## config.mk

```make
export PLATFORM = sky130hd
export DESIGN_NAME = risky1_io_bridge
export DESIGN_NICKNAME = d
export VERILOG_FILES = /design/src/rtl/risky1_io_bridge.sv
export SDC_FILE = /design/constraint.sdc
export NUM_CORES = 1
export LEC_CHECK = 0
export BUFFER_PORTS_ARGS = -buffer_cell sky130_fd_sc_hd__buf_2
export CAP_MARGIN = 20
export CORE_ASPECT_RATIO = 1.25
export CORE_MARGIN = 5
export CORE_UTILIZATION = 40
export CTS_CLUSTER_DIAMETER = 60
export DETAILED_ROUTE_END_ITERATION = 8
export GPL_TIMING_DRIVEN = 0
export PLACE_DENSITY_LB_ADDON = 0.08
export SKIP_CTS_REPAIR_TIMING = 1
export SLEW_MARGIN = 25
export SYNTH_ARGS = -nofsm -noshare
export SYNTH_HDL_FRONTEND = slang
export SYNTH_SLANG_ARGS = --single-unit
```

## constraint.sdc

```tcl
create_clock -name clk_in -period 3.5 [get_ports clk_in]
set_input_delay 0.35 -clock clk_in [delete_from_list [all_inputs] [get_ports clk_in]]
set_output_delay 0.35 -clock clk_in [all_outputs]
set_load 0.02 [all_outputs]
```

## src/rtl/risky1_io_bridge.sv

```systemverilog
// Purpose : routes the RisKy1 core's single External I/O port to one of 2**SEL_W device channels.
// Latency : request to ch_req 1 cycle; device ack/fault to io_ack/io_ack_fault 1 cycle (minimum 2 overall).
// Backpressure: one transaction at a time; the core holds io_req until the ack/fault pulse, then must drop it.
//
// Ports:
//   clk_in, reset_in                  clock, asynchronous active-low reset
//   io_req/io_addr/io_rd/io_wr/io_wr_data  core request side
//   io_ack/io_ack_fault/io_rd_data    core response side (one-cycle pulses, registered)
//   ch_req/ch_addr/ch_rd/ch_wr/ch_wr_data  device request side (one-hot req, shared payload)
//   ch_ack/ch_fault/ch_rd_data        per-channel device responses
//   timeout_cnt                       saturating count of timed-out transactions
module risky1_io_bridge #(
    parameter int PC_SZ     = 32,
    parameter int RSZ       = 32,
    parameter int SEL_W     = 2,
    parameter int SEL_LSB   = 12,
    parameter int TO_CYCLES = 64,
    localparam int N_CH     = 1 << SEL_W
) (
    input  logic                  clk_in,
    input  logic                  reset_in,
    input  logic                  io_req,
    input  logic [PC_SZ-1:0]      io_addr,
    input  logic                  io_rd,
    input  logic                  io_wr,
    input  logic [RSZ-1:0]        io_wr_data,
    output logic                  io_ack,
    output logic                  io_ack_fault,
    output logic [RSZ-1:0]        io_rd_data,
    output logic [N_CH-1:0]       ch_req,
    output logic [PC_SZ-1:0]      ch_addr,
    output logic                  ch_rd,
    output logic                  ch_wr,
    output logic [RSZ-1:0]        ch_wr_data,
    input  logic [N_CH-1:0]       ch_ack,
    input  logic [N_CH-1:0]       ch_fault,
    input  logic [N_CH*RSZ-1:0]   ch_rd_data,
    output logic [15:0]           timeout_cnt
);

    localparam logic [1:0] IDLE = 2'd0;
    localparam logic [1:0] REQ  = 2'd1;
    localparam logic [1:0] RESP = 2'd2;
    localparam logic [1:0] DONE = 2'd3;

    // The counter must be able to hold TO_CYCLES itself; see the REQ timeout branch.
    localparam int CNT_W = (TO_CYCLES > 0) ? $clog2(TO_CYCLES + 1) : 1;
    localparam logic [CNT_W-1:0] TO_LIM = CNT_W'(TO_CYCLES);

    logic [1:0]       state;
    logic [SEL_W-1:0] sel;
    logic [CNT_W-1:0] cnt;
    logic [SEL_W-1:0] io_sel;
    logic             sel_ack;
    logic             sel_fault;
    logic [RSZ-1:0]   sel_rd_data;

    assign io_sel    = io_addr[SEL_LSB +: SEL_W];
    // Only the latched channel is ever looked at; other channels' strobes are ignored.
    assign sel_ack   = ch_ack[sel];
    assign sel_fault = ch_fault[sel];

    always_comb begin
        sel_rd_data = '0;
        for (int k = 0; k < N_CH; k++) begin
            if (sel == SEL_W'(k)) begin
                sel_rd_data = ch_rd_data[k*RSZ +: RSZ];
            end
        end
    end

    always_ff @(posedge clk_in or negedge reset_in) begin
        if (!reset_in) begin
            state        <= IDLE;
            sel          <= '0;
            cnt          <= '0;
            io_ack       <= 1'b0;
            io_ack_fault <= 1'b0;
            io_rd_data   <= '0;
            ch_req       <= '0;
            ch_addr      <= '0;
            ch_rd        <= 1'b0;
            ch_wr        <= 1'b0;
            ch_wr_data   <= '0;
            timeout_cnt  <= '0;
        end else begin
            // Response strobes are single-cycle: cleared unless set below.
            io_ack       <= 1'b0;
            io_ack_fault <= 1'b0;
            case (state)
                IDLE: begin
                    if (io_req) begin
                        ch_addr    <= io_addr;
                        ch_rd      <= io_rd;
                        ch_wr      <= io_wr;
                        ch_wr_data <= io_wr_data;
                        sel        <= io_sel;
                        cnt        <= '0;
                        if (io_rd == io_wr) begin
                            // Malformed request: fault straight away, device never sees it.
                            state        <= RESP;
                            io_ack_fault <= 1'b1;
                            io_rd_data   <= '0;
                        end else begin
                            state  <= REQ;
                            ch_req <= N_CH'(1) << io_sel;
                        end
                    end
                end
                REQ: begin
                    if (sel_fault) begin
                        // Fault beats a simultaneous ack.
                        state        <= RESP;
                        ch_req       <= '0;
                        io_ack_fault <= 1'b1;
                        io_rd_data   <= '0;
                    end else if (sel_ack) begin
                        state  <= RESP;
                        ch_req <= '0;
                        io_ack <= 1'b1;
                        if (ch_rd) begin
                            io_rd_data <= sel_rd_data;
                        end
                    end else if ((TO_CYCLES != 0) && (cnt == TO_LIM)) begin
                        // Device had TO_CYCLES unanswered cycles plus the first
                        // ch_req cycle; give up.
                        state        <= RESP;
                        ch_req       <= '0;
                        io_ack_fault <= 1'b1;
                        io_rd_data   <= '0;
                        if (timeout_cnt != 16'hFFFF) begin
                            timeout_cnt <= timeout_cnt + 16'd1;
                        end
                    end else begin
                        // With the timeout disabled this simply wraps and is never compared.
                        cnt <= cnt + 1'b1;
                    end
                end
                RESP: begin
                    state <= DONE;
                end
                DONE: begin
                    // A held request is never re-issued; wait for it to drop.
                    if (!io_req) begin
                        state <= IDLE;
                    end
                end
                default: begin
                    state <= IDLE;
                end
            endcase
        end
    end

endmodule
```

==> flow_summary.toml <==
[status]
outcome = "finished clean"

[finish]
layout_common_cells = "buf_2 (324), dfrtp_1 (129), mux2_2 (69)"
stdcell_area_sq_mm = 0.008617
layout-drive-gt1-share_pct = 58.94
syn_to_final_growth_pct = 41.82
final_common_cell = "buf_2"
nets = 988

[placement]
placed_area_sq_mm = 0.007958
place_ws_ns = 0.7356
dp_hpwl_um = 15150
gp_congestion = 0.8540
port_buffers = 323

[floorplan]
dieWidth_um = 120.2
std_cell_rows = 50
initial_utilization_pct = 40.64
core_area_sq_mm = 0.01495
die_h_um = 147.8
ios = 325
die_area_sq_mm = 0.01777

[drt]
drt_iter0_markers = 187
wl_per_cell_um = 19.19
ant_nets = 0
dr.pass1.iters = 4
drc = 0
drt-total-wl_um = 18650
vias = 5067
avgViaCountPerCell = 5.213

[critical_path]
worstPathCellList = "clkbuf_1 -> mux4_2 -> or4b_4 -> a211oi_4 -> mux2_2"
arrival_ns = 3.02
cpPeakStageDelay_ns = 0.62
critical_path_class = "reg -> reg"
crit_fanout = 8
reg2reg_from = "ch_addr[13]"
startpoint = "ch_addr[13]"
required_ns = 3.79
start_kind = "flop"
cpMaxStageDelayCell = "or4b_4"
endpoint_kind = "flop"

[power]
power.leakage_nw = 4.337
power.density_mw_per_mm2 = 848.0
ir_drop_mv = 0.3780
total_power_mw = 7.307

[yosys]
ys_seq_elements = 129
synth_edf_count = 0
synth_ff_type = "dfrtp_1"
synth_async_sr_flop_share_pct = 100.0
yosys_warnings = 0
yosysUniqueCellTypes = 41
syn_inst = 432
synth_top_family_by_area = "multiplexers"
synthSimpleGateAreaFrac_pct = 7.084
synthesis.area_sq_mm = 0.006076
synth_fa_ha_area_share_pct = 1.442
muxShareOfSynthArea_pct = 25.89
synth_xor_area_share_pct = 2.018
syn_area_per_cell_sq_um = 14.06
synth-compound-area-share_pct = 8.114
yosysSeqAreaShare_pct = 53.13
synthesis.nets = 644

[clocking]
cts_root_buf = "clkbuf_16"
cts_tree = "built"
clkLatencyLatePin_ns = 0.41
htreeDepth = 4
cts_buffers = 17
clk_pin_slew_ns = 0.06
clock_sinks = 129
cts_buffer_depth = 2

[timing]
fin_crit_ns = 2.734
slew_viol_final = 0
setup_violations = 0
max_slew_margin_pct = 48.45
clock_skew_ns = 0.01074
fin_crit_sh_pct = 78.12
worstMarginPinSlew_ns = 0.7732
timing.fmax_ghz = 0.3657
final_hold_viol_count = 0
tns_ns = 0
worst_slack_ns = 0.7657
hold_ws_ns = 0.1685
rsz0062_at_grt = "false"

[job]
maxCapViolCount = 0

[grt]
grt_pass1_vias = 5704
track_usage_pct = 20.76
grt.met2_usage_pct = 35.56
overflow = 0
antenna_found_initial = 1
grt_first_pass_wirelength_um = 28880
grt_max_degree = 70
grt_busiest_layer = "met2"
grt_util_met1_pct = 23.10
grt_util_met3_pct = 7.577

[hold_path]
hp-class = "in -> reg"
min_from = "io_addr[4]"
==> worst max-delay path, delay by kind of cell (launching register included) <==
family / cells / cell delay, ns
and+or+nand+nor: 1 / 0.62
muxes: 2 / 0.85
DFF: 1 / 0.36
buffers and inverters: 1 / 0.38
AOI/OAI and AO/OA: 1 / 0.40
==> Yosys cell counts, types with 2 or more instances <==
| master | count | area, sq um |
|---|---|---|
| dfrtp_1 | 129 | 3228 |
| ha_1 | 7 | 87.58 |
| o21ai_0 | 14 | 70.07 |
| xor2_1 | 2 | 17.52 |
| and4_1 | 3 | 26.28 |
| nand4_1 | 7 | 43.79 |
| mux4_2 | 34 | 765.7 |
| nor4_1 | 2 | 12.51 |
| a22o_1 | 32 | 280.3 |
| nand2b_1 | 6 | 37.54 |
| nand3_1 | 21 | 105.1 |
| inv_1 | 10 | 37.54 |
| a211oi_2 | 2 | 25.02 |
| buf_1 | 3 | 11.26 |
| clkbuf_1 | 19 | 71.32 |
| a21oi_1 | 3 | 15.01 |
| nor2b_1 | 2 | 12.51 |
| mux2i_1 | 3 | 30.03 |
| and3_1 | 6 | 37.54 |
| mux2_2 | 69 | 777.0 |
| xnor2_1 | 12 | 105.1 |
| nor2_1 | 11 | 41.29 |
| nand2_1 | 14 | 52.55 |
| a211o_1 | 3 | 26.28 |
| buf_2 | 2 | 10.01 |
==> power breakdown <==
part	internal [mW]	switching, mW
combinational	1.37	1.76
sequential	2.00	0.259
clock	1.26	0.661
total	4.62	2.68
==> layer usage <==
layer,share of wire (%),routed length (um)
met1,37,6822
met2,50,9325
met3,9.1,1705
met4,4.3,799
met5,0,0
==> cells by family after synthesis <==
group | count (synthesis)
mux | 106
compound gates | 62
simple gates | 79
xor+xnor | 14
fa+ha+maj | 7
flops | 129
buf+inv | 35
==> flip-flops by register name, indices dropped and copies added, names as in the netlist <==
register / flops
ch_wr_data: 32
state: 2
ch_rd: 1
io_ack_fault: 1
io_rd_data: 32
ch_addr: 32
io_ack: 1
cnt: 7
ch_req: 4
ch_wr: 1
timeout_cnt: 16
==> final timing paths <==
path,to,slack [ns],cells after the start
max,timeout_cnt[1],0.77,5
min,ch_addr[4],0.17,2
max reg2reg,timeout_cnt[1],0.77,5
min reg2reg,timeout_cnt[5],0.49,1
max in group asynchronous,io_rd_data[24],2.35,3
min in group asynchronous,ch_addr[18],0.46,2
==> per-stage QoR <==
stage	std cells	utilization (%)
2_1_floorplan	432	-
3_3_place_gp	937	52.97
3_5_place_dp	938	53.22
4_1_cts	970	57.55
5_1_grt	972	57.63
6_report	972	57.63
==> final cells by class <==
class,instances,area [sq um]
fill,1269,6335
sequential,129,3228
multi-input combinational,268,2706
timing repair buffer,325,1664
clock buffer,21,470.5
tap,182,227.7
clock inverter,11,176.4
buffer,25,103.9
inverter,10,37.54
antenna,1,2.502
(Power assumes the default switching activity.)
